===== src/rtl/flp_to_int_converter.sv =====
// IEEE-754 double to signed integer converter: 3-stage pipeline (unpack, align, round/saturate)
// with optional power-of-two scaling, round-half-even, saturation and an overflow event counter.
module flp_to_int_converter #(
  parameter int INT_BITS         = 64,
  parameter int FRAC_SHIFT       = 0,
  parameter int EXPONENT_BITS    = 11,
  parameter int SIGNIFICANT_BITS = 52,
  parameter int OVERALL_BITS     = EXPONENT_BITS + SIGNIFICANT_BITS + 1
) (
  input  logic                    clk,
  input  logic                    rst_n,
  input  logic                    start,
  input  logic [OVERALL_BITS-1:0] a,
  input  logic                    clr_count,
  output logic [INT_BITS-1:0]     result,
  output logic                    done,
  output logic                    overflow,
  output logic [15:0]             ovf_count
);

  localparam int FB    = SIGNIFICANT_BITS + 1;
  localparam int IW    = INT_BITS + 1;
  localparam int EXP_W = EXPONENT_BITS + 9;
  localparam int BIAS  = 2 ** (EXPONENT_BITS - 1) - 1;

  localparam logic signed [EXP_W-1:0] E_LIM  = EXP_W'(INT_BITS);
  localparam logic signed [EXP_W-1:0] E_NEG1 = '1;

  localparam logic [IW-1:0] POS_LIM = {2'b00, {(INT_BITS-1){1'b1}}};
  localparam logic [IW-1:0] NEG_LIM = {1'b0, 1'b1, {(INT_BITS-1){1'b0}}};
  localparam logic [INT_BITS-1:0] SAT_POS = {1'b0, {(INT_BITS-1){1'b1}}};
  localparam logic [INT_BITS-1:0] SAT_NEG = {1'b1, {(INT_BITS-1){1'b0}}};

  typedef enum logic [1:0] {CLS_ZERO, CLS_INF, CLS_NAN, CLS_NORM} cls_t;

  // ---------------- stage 1: unpack ----------------
  logic                       sgn_in;
  logic [EXPONENT_BITS-1:0]   exp_in;
  logic [SIGNIFICANT_BITS-1:0] frac_in;
  logic signed [EXP_W-1:0]    exp_unb;
  cls_t                       cls_in;

  assign sgn_in  = a[OVERALL_BITS-1];
  assign exp_in  = a[OVERALL_BITS-2 -: EXPONENT_BITS];
  assign frac_in = a[SIGNIFICANT_BITS-1:0];
  assign exp_unb = EXP_W'(exp_in) - EXP_W'(BIAS) + EXP_W'(FRAC_SHIFT);

  always_comb begin
    cls_in = CLS_NORM;
    if (exp_in == '0)
      cls_in = CLS_ZERO;
    else if (exp_in == '1)
      cls_in = (frac_in == '0) ? CLS_INF : CLS_NAN;
  end

  logic                    v1, s1;
  logic signed [EXP_W-1:0] e1;
  logic [FB-1:0]           m1;
  cls_t                    c1;

  always_ff @(posedge clk) begin
    if (!rst_n) begin
      v1 <= 1'b0;
    end else begin
      v1 <= start;
      if (start) begin
        s1 <= sgn_in;
        e1 <= exp_unb;
        m1 <= {1'b1, frac_in};
        c1 <= cls_in;
      end
    end
  end

  // ---------------- stage 2: align ----------------
  // Left-shift m by E+1 into a fixed-point word with FB fraction bits; E is
  // limited to [-1, INT_BITS-1] on this path so the shift is never negative.
  logic [6:0]         sh;
  logic [IW+FB-1:0]   shifted;
  logic               pre_ovf, tiny;
  logic [IW-1:0]      int_n;
  logic               g_n, st_n;

  assign sh      = e1[6:0] + 7'd1;
  assign shifted = {{IW{1'b0}}, m1} << sh;
  assign pre_ovf = (e1 >= E_LIM);
  assign tiny    = (e1 < E_NEG1);

  always_comb begin
    int_n = shifted[FB +: IW];
    g_n   = shifted[FB-1];
    st_n  = |shifted[FB-2:0];
    if (tiny || pre_ovf) begin
      int_n = '0;
      g_n   = 1'b0;
      st_n  = tiny;
    end
  end

  logic          v2, s2, po2, g2, st2;
  logic [IW-1:0] int2;
  cls_t          c2;

  always_ff @(posedge clk) begin
    if (!rst_n) begin
      v2 <= 1'b0;
    end else begin
      v2 <= v1;
      if (v1) begin
        s2   <= s1;
        po2  <= pre_ovf;
        int2 <= int_n;
        g2   <= g_n;
        st2  <= st_n;
        c2   <= c1;
      end
    end
  end

  // ---------------- stage 3: round / saturate ----------------
  logic                inc, mag_ovf;
  logic [IW-1:0]       rounded;
  logic [INT_BITS-1:0] neg, sat, res_n;
  logic                ovf_n;

  assign inc     = g2 & (st2 | int2[0]);
  assign rounded = int2 + IW'(inc);
  assign mag_ovf = s2 ? (rounded > NEG_LIM) : (rounded > POS_LIM);
  assign neg     = (~rounded[INT_BITS-1:0]) + {{(INT_BITS-1){1'b0}}, 1'b1};
  assign sat     = s2 ? SAT_NEG : SAT_POS;

  always_comb begin
    res_n = '0;
    ovf_n = 1'b0;
    unique case (c2)
      CLS_ZERO: begin
        res_n = '0;
        ovf_n = 1'b0;
      end
      CLS_INF: begin
        res_n = sat;
        ovf_n = 1'b1;
      end
      CLS_NAN: begin
        res_n = '0;
        ovf_n = 1'b1;
      end
      default: begin
        if (po2 || mag_ovf) begin
          res_n = sat;
          ovf_n = 1'b1;
        end else begin
          res_n = s2 ? neg : rounded[INT_BITS-1:0];
        end
      end
    endcase
  end

  always_ff @(posedge clk) begin
    if (!rst_n) begin
      result   <= '0;
      done     <= 1'b0;
      overflow <= 1'b0;
    end else begin
      done <= v2;
      if (v2) begin
        result   <= res_n;
        overflow <= ovf_n;
      end
    end
  end

  // ---------------- overflow counter ----------------
  // Clear is applied before the increment, so a coincident event leaves 1.
  logic [15:0] cnt_base, cnt_n;

  always_comb begin
    cnt_base = clr_count ? '0 : ovf_count;
    cnt_n    = cnt_base;
    if (done && overflow && cnt_base != '1)
      cnt_n = cnt_base + 16'd1;
  end

  always_ff @(posedge clk) begin
    if (!rst_n)
      ovf_count <= '0;
    else
      ovf_count <= cnt_n;
  end

endmodule


===== config.mk =====
export PLATFORM = sky130hd
export DESIGN_NAME = flp_to_int_converter
export DESIGN_NICKNAME = d
export VERILOG_FILES = /design/src/rtl/flp_to_int_converter.sv
export SDC_FILE = /design/constraint.sdc
export NUM_CORES = 1
export LEC_CHECK = 0
export BUFFER_PORTS_ARGS = -buffer_cell sky130_fd_sc_hd__buf_4
export CORE_MARGIN = 8
export CORE_UTILIZATION = 60
export CTS_CLUSTER_SIZE = 12
export DETAILED_ROUTE_END_ITERATION = 12
export PLACE_DENSITY_LB_ADDON = 0.3
export SYNTH_ARGS = -nofsm -noshare
export SYNTH_HDL_FRONTEND = slang
export SYNTH_SLANG_ARGS = --single-unit

===== constraint.sdc =====
create_clock -name clk -period 8.2 [get_ports clk]
set_input_delay 1.23 -clock clk [delete_from_list [all_inputs] [get_ports clk]]
set_output_delay 1.23 -clock clk [all_outputs]
set_load 0.005 [all_outputs]

; ---- Yosys cells after proc, flatten, opt, wreduce, memory -nomap -nowiden
; Index checks and enable logic that the tools add are counted.
[word_totals]
reg_bits = 230
in_bits = 68
output_inout_bits = 82
[op_classes]
n_lt_le_gt_ge = 4
muxes = 12
shift = 1
reduce_logical = 12
n_bitwise = 3
addsub = 5
n_eq_ne = 4
[op_table]
columns = operator, count
row1 = two-way mux 64 bit, 3
row2 = case mux 64 bit (2 select lines), 1
row3 = left shift 53 x 7 -> 118 bit, 1
row4 = adder 65 x 1 -> 65 bit, 1
row5 = "greater-than comparator 65 x 63 -> 1 bit, second input constant", 1
row6 = "greater-than comparator 65 x 64 -> 1 bit, second input constant", 1
row7 = "adder 64 x 1 -> 64 bit, second input constant", 1
row8 = NOT 64 bit, 1
row9 = logical NOT 52 bit, 1
row10 = OR reduction 52 bit, 1
row11 = two-way mux 16 bit, 2
row12 = ">= comparator 20 x 8 -> 1 bit, second input constant", 1
row13 = "< comparator 20 x 1 -> 1 bit, second input constant", 1
row14 = "adder 16 x 1 -> 16 bit, second input constant", 1
row15 = "inequality test 16 bit, second input constant", 1
row16 = "subtractor 11 x 10 -> 12 bit, second input constant", 1
row17 = "equality test 11 bit, second input constant", 1
row18 = logical NOT 11 bit, 1
row19 = "adder 7 x 1 -> 7 bit, second input constant", 1
row20 = two-way mux 2 bit, 2
row21 = AND reduction 2 bit, 2
row22 = OR reduction 2 bit, 2
row23 = two-way mux 1 bit, 3
row24 = "equality test 2 x 1 -> 1 bit, second input constant", 1
row25 = 7 further kinds, 9

; ---- Depth between registers and ports, before layout
[depth]
word_depth = 8
ltp_mapped = 20

; ---- Least setup slack after synthesis
; Ideal clock, no wire load.
[synth_timing]
kind = reg-to-reg
from = register e1[0]
to = register st2 (data pin)
path_stages_with_launch = 18
period_less_slack_ns = 4.329
arrival_ns = 4.072
t_required_ns = 7.943
path_slack_ns = 3.871
setup_ns = 0.257
path_cell_list = edfxtp_1 -> clkbuf_1 -> buf_2 -> inv_1 -> ha_1 -> buf_2 -> buf_2 -> mux4_2 -> mux2_2 -> mux2i_1 -> nor2_1 -> a21oi_1 -> o22ai_1 -> or4_1 -> nor4_1 -> nand4_1 -> o21ai_0 -> nand2b_1
[synth_via]
elab_chain_cells = 4
elab_cells_between_ends = 7
[synth_rtl]
columns = element, line
row1 = from (decl), 57  ; logic signed [EXP_W-1:0] e1;
row2 = from (signal assigned), 68  ; e1 <= exp_unb;
row3 = adder 7 x 1 -> 7 bit, 84  ; assign sh = e1[6:0] + 7'd1;
row4 = left shift 53 x 7 -> 118 bit, 85  ; assign shifted = {{IW{1'b0}}, m1} << sh;
row5 = OR reduction 52 bit, 92  ; st_n = |shifted[FB-2:0];
row6 = two-way mux 1 bit (*), 93  ; if (tiny || pre_ovf) begin
row7 = via st_n, 82  ; logic g_n, st_n;
row8 = to (signal assigned), 114  ; st2 <= st_n;
row9 = to (decl), 100  ; logic v2, s2, po2, g2, st2;
; Mark *: on every way through the listed nets, which the timed path passes. The rest lies on a longest branch.
; A chain may end at the register's enable or synchronous reset.

; ---- Worst setup path in the final report
[layout_timing]
from = register st2
to = register result[3]
[layout_via]
elab_chain_cells = 8
elab_cells_between_ends = 12
[layout_rtl]
columns = element, line
row1 = OR 1 bit (*), 126  ; assign inc = g2 & (st2 | int2[0]);
row2 = AND 1 bit (*), 126
row3 = adder 65 x 1 -> 65 bit (*), 127  ; assign rounded = int2 + IW'(inc);
row4 = "NOT 64 bit, or another cell as far along", 129  ; assign neg = (~rounded[INT_BITS-1:0]) + {{(INT_BITS-1){1'b0}}, 1'b1};
row5 = adder 64 x 1 -> 64 bit or two-way mux 1 bit (tied branches), "129, 128"
row6 = two-way mux 64 bit or logical OR 1 bit (tied branches), "153, 149"
row7 = two-way mux 64 bit (*), 149  ; if (po2 || mag_ovf) begin
row8 = case mux 64 bit (2 select lines) (*), 135  ; unique case (c2)
row9 = to (signal assigned), 167  ; result <= res_n;
row10 = to (decl), 15  ; output logic [INT_BITS-1:0] result,
; Every way passes the cells marked *; elsewhere a longest branch is shown, timed or not.

==> flow_summary.json <==
{
  "setup_slack_ns": 2.48,
  "clk_path_buf_depth": 3,
  "coreArea_um2": 26700,
  "wl_um": 52300,
  "drtIter0Drc": 1459,
  "cp.required_ns": 8.64,
  "critical_path_class": "reg2reg",
  "area_growth_pct": 11.5,
  "ys_types": 77,
  "grt_usage_pct": 31.1,
  "rr_worst_depth": 14,
  "viasPerCell": 6.63,
  "rsz0062_at_grt": "no",
  "cts_resized": 0,
  "yosysTopAreaCell": "edfxtp_1",
  "cts_sinks": 222,
  "seq_area_frac_synth_pct": 35.9,
  "cts_tree": "done",
  "port_buffers": 149,
  "grt_pass1_vias": 14300,
  "slew_headroom_pct": 24.5,
  "synthFlopType": "edfxtp_1",
  "die-area_um2": 32600,
  "clockPowerShare_pct": 32.3,
  "cts_made_buffers": 24,
  "insertedDiodeCount": 0,
  "leakage_nw": 6.81,
  "ir_drop_v": 0.000213,
  "tns_ns": 0,
  "regToRegSetupSlack_ns": 2.48,
  "fin_skew_ns": 0.0172,
  "final_max_slew_viol_count": 0,
  "dp_hpwl_um": 40200,
  "wire_per_inst_um": 23.2,
  "ant_nets": 0,
  "avgSynthCellArea_um2": 8.85,
  "crit_path_end_kind": "flip-flop",
  "synth_edf_count": 138,
  "min_path_type": "reg2reg",
  "layout_min_cycle_time_ns": 5.72,
  "yosysWarnings": 0,
  "cp-start-kind": "flip-flop",
  "netlist_area_um2": 16200,
  "initial_core_util_pct": 60.7,
  "grt_max_degree": 83,
  "p_seq_share_pct": 40.8,
  "grt_pass1_wl_um": 81400,
  "antenna_found_initial": 0,
  "clockRootBuffer": "clkbuf_16",
  "vias": 14900,
  "htree_levels": 1,
  "outcome": "completed",
  "overflow": 0,
  "tightest_slew_ns": 1.13,
  "max_freq_ghz": 0.175,
  "setup-violations-final": 0,
  "power_density_nw_per_um2": 173,
  "p_switching_mw": 1.02,
  "crit_arrival_ns": 6.16,
  "finalHoldViolCount": 0,
  "intPower_mw": 2.11,
  "drv_cap": 0,
  "drc": 0,
  "layout.nets": 1975,
  "finalCritPeriodShare_pct": 69.7,
  "fp-row-count": 60,
  "cts_setup_buffers": 0,
  "cts_hold_buf": 0,
  "power_frac_comb_pct": 27.0,
  "switching_share_pct": 32.5,
  "ys_seq_elements": 222,
  "crit_fanout": 64,
  "yosys.area.top_type_share_pct": 25.5,
  "path_clk_slew_ns": 0.07,
  "synth_nets": 1915,
  "place.gp.congestion": 1.03,
  "clock_latency_ns": 0.54,
  "first_pass_iters": 5,
  "pin_count": 150,
  "pre_cts_slack_ns": 2.62,
  "synth_area_leaders": "edfxtp_1 (26%), dfxtp_1 (10%), mux4_2 (6.8%)",
  "drive_gt1_share_pct": 16.8,
  "holdPathStages": 0,
  "die_w_um": 180,
  "syn_inst": 1834,
  "async_flop_share_pct": 0,
  "die_h_um": 180
}
[cell usage in the layout, fill, tap and decap left out, types with 6 or more instances in the layout]
cell,count
a211oi_1,6
a21oi_1,118
a31oi_1,27
and2_1,19
and3_1,23
and4_1,23
buf_4,165
clkbuf_16,25
dfxtp_1,83
edfxtp_1,138
ha_1,12
inv_1,28
mux2_2,20
mux2i_1,43
mux4_2,49
nand2_1,196
nand2b_1,8
nand3_1,65
nand3b_1,8
nand4_1,42
nor2_1,204
nor2b_1,14
nor3_1,32
nor4_1,44
nor4_4,7
o211ai_1,9
o21ai_0,143
o22ai_1,44
o31ai_1,21
o41ai_1,6
or3_1,15
or4_1,15
xnor2_1,91
xor2_1,53
[routing by layer]
metal / up-vias / track usage (%) / wire length (µm)
met5: - / 0 / 0
met4: 0 / 16.1 / 3030
met3: 160 / 5.22 / 3690
met2: 738 / 54.1 / 25400
met1: 7059 / 36.6 / 20200
li1: 6945 / - / -
[registers in the layout, summed over array words and instances (netlist names)]
| name | cells |
|---|---|
| c1 | 2 |
| s2 | 1 |
| st2 | 1 |
| g2 | 1 |
| overflow | 1 |
| po2 | 1 |
| v1 | 1 |
| e1 | 12 |
| s1 | 1 |
| ovf_count | 16 |
| done | 1 |
| m1 | 52 |
| c2 | 2 |
| int2 | 65 |
| v2 | 1 |
| result | 64 |
[worst paths after layout]
path,to,startpoint
max,result[3],st2
min,c2[0],c1[0]
max reg2reg,result[3],st2
min reg2reg,c2[0],c1[0]
[cell families (layout without fill, tap and decap cells)]
family                   count (synthesis)  in the layout  synth area share (%)
multiplexers                           112            112                  10.8
AND/OR/NAND/NOR                        752            752                  24.4
AO/OA/AOI/OAI                          421            421                  15.2
flip-flops                             222            222                  35.9
adder cells (fa/ha/maj)                 13             13                  1.00
XOR/XNOR                               153            153                  8.30
buffers and inverters                  161            234                  4.35
[metrics by stage]
| step | hold WS [ns] | instances | util, % | total power [mW] | area (µm²) |
|---|---|---|---|---|---|
| after floorplan | 0.400 | 1834 | - | 1.83 | 16200 |
| after global placement | 0.401 | 2209 | 65.1 | 2.11 | 17400 |
| after detailed placement | 0.406 | 2209 | 65.1 | 2.11 | 17400 |
| after CTS | 0.420 | 2248 | 67.7 | 3.11 | 18100 |
| after global routing | 0.436 | 2248 | 67.7 | 3.22 | 18100 |
| final | 0.419 | 2248 | 67.7 | 3.13 | 18100 |
[power groups by stage]
stage | Clock [mW] | Combinational [mW] | Sequential (mW)
floorplan | 0 | 0.549 | 1.28
detailed placement | 0 | 0.815 | 1.30
CTS | 1.01 | 0.820 | 1.27
global placement | 0 | 0.815 | 1.29
finish | 1.01 | 0.843 | 1.27
global route | 1.05 | 0.896 | 1.28
[synth_stat cells, types with 5 or more instances]
library cell,n
o21ai_0,143
nand4_1,42
o22ai_1,44
buf_1,16
a31oi_1,27
nor2b_1,15
o211ai_1,9
mux4_2,49
mux2_2,20
nand4_2,5
or4_1,15
xnor2_1,95
buf_4,9
and3_1,23
nor2_1,204
nor4_1,44
and4_1,23
and2_1,21
nand3b_1,8
inv_1,28
o41ai_1,6
nor4_4,7
xor2_1,57
buf_2,42
o31ai_1,21
a211oi_1,6
clkbuf_1,62
mux2i_1,43
nand2b_1,8
ha_1,13
a22oi_1,5
nand3_1,65
dfxtp_1,84
nor3_1,32
edfxtp_1,138
a21oi_1,118
or3_1,15
nand2_1,196
[worst max-delay path, cell delays in order (launching register included)]
cell and delay, ns:
edfxtp_1 0.35, o21a_1 0.13, ha_1 0.29, ha_1 0.48, nand3_1 0.33, nor4b_1 0.36
a211oi_1 0.16, nor4_2 0.62, nand4_1 0.20, nor4_1 0.54, nand3_1 0.48, nor4_1 0.33
o21a_2 0.93, inv_2 0.10, o311ai_1 0.32
[layout make-up]
type | count | area (µm²)
tap | 341 | 427
timing repair buffer | 165 | 1240
sequential | 222 | 5830
fill | 2100 | 8620
clock buffer | 32 | 673
clock inverter | 7 | 36.3
inverter | 30 | 113
multi-input combinational | 1451 | 9790
Power figures use the tool's default switching activity.
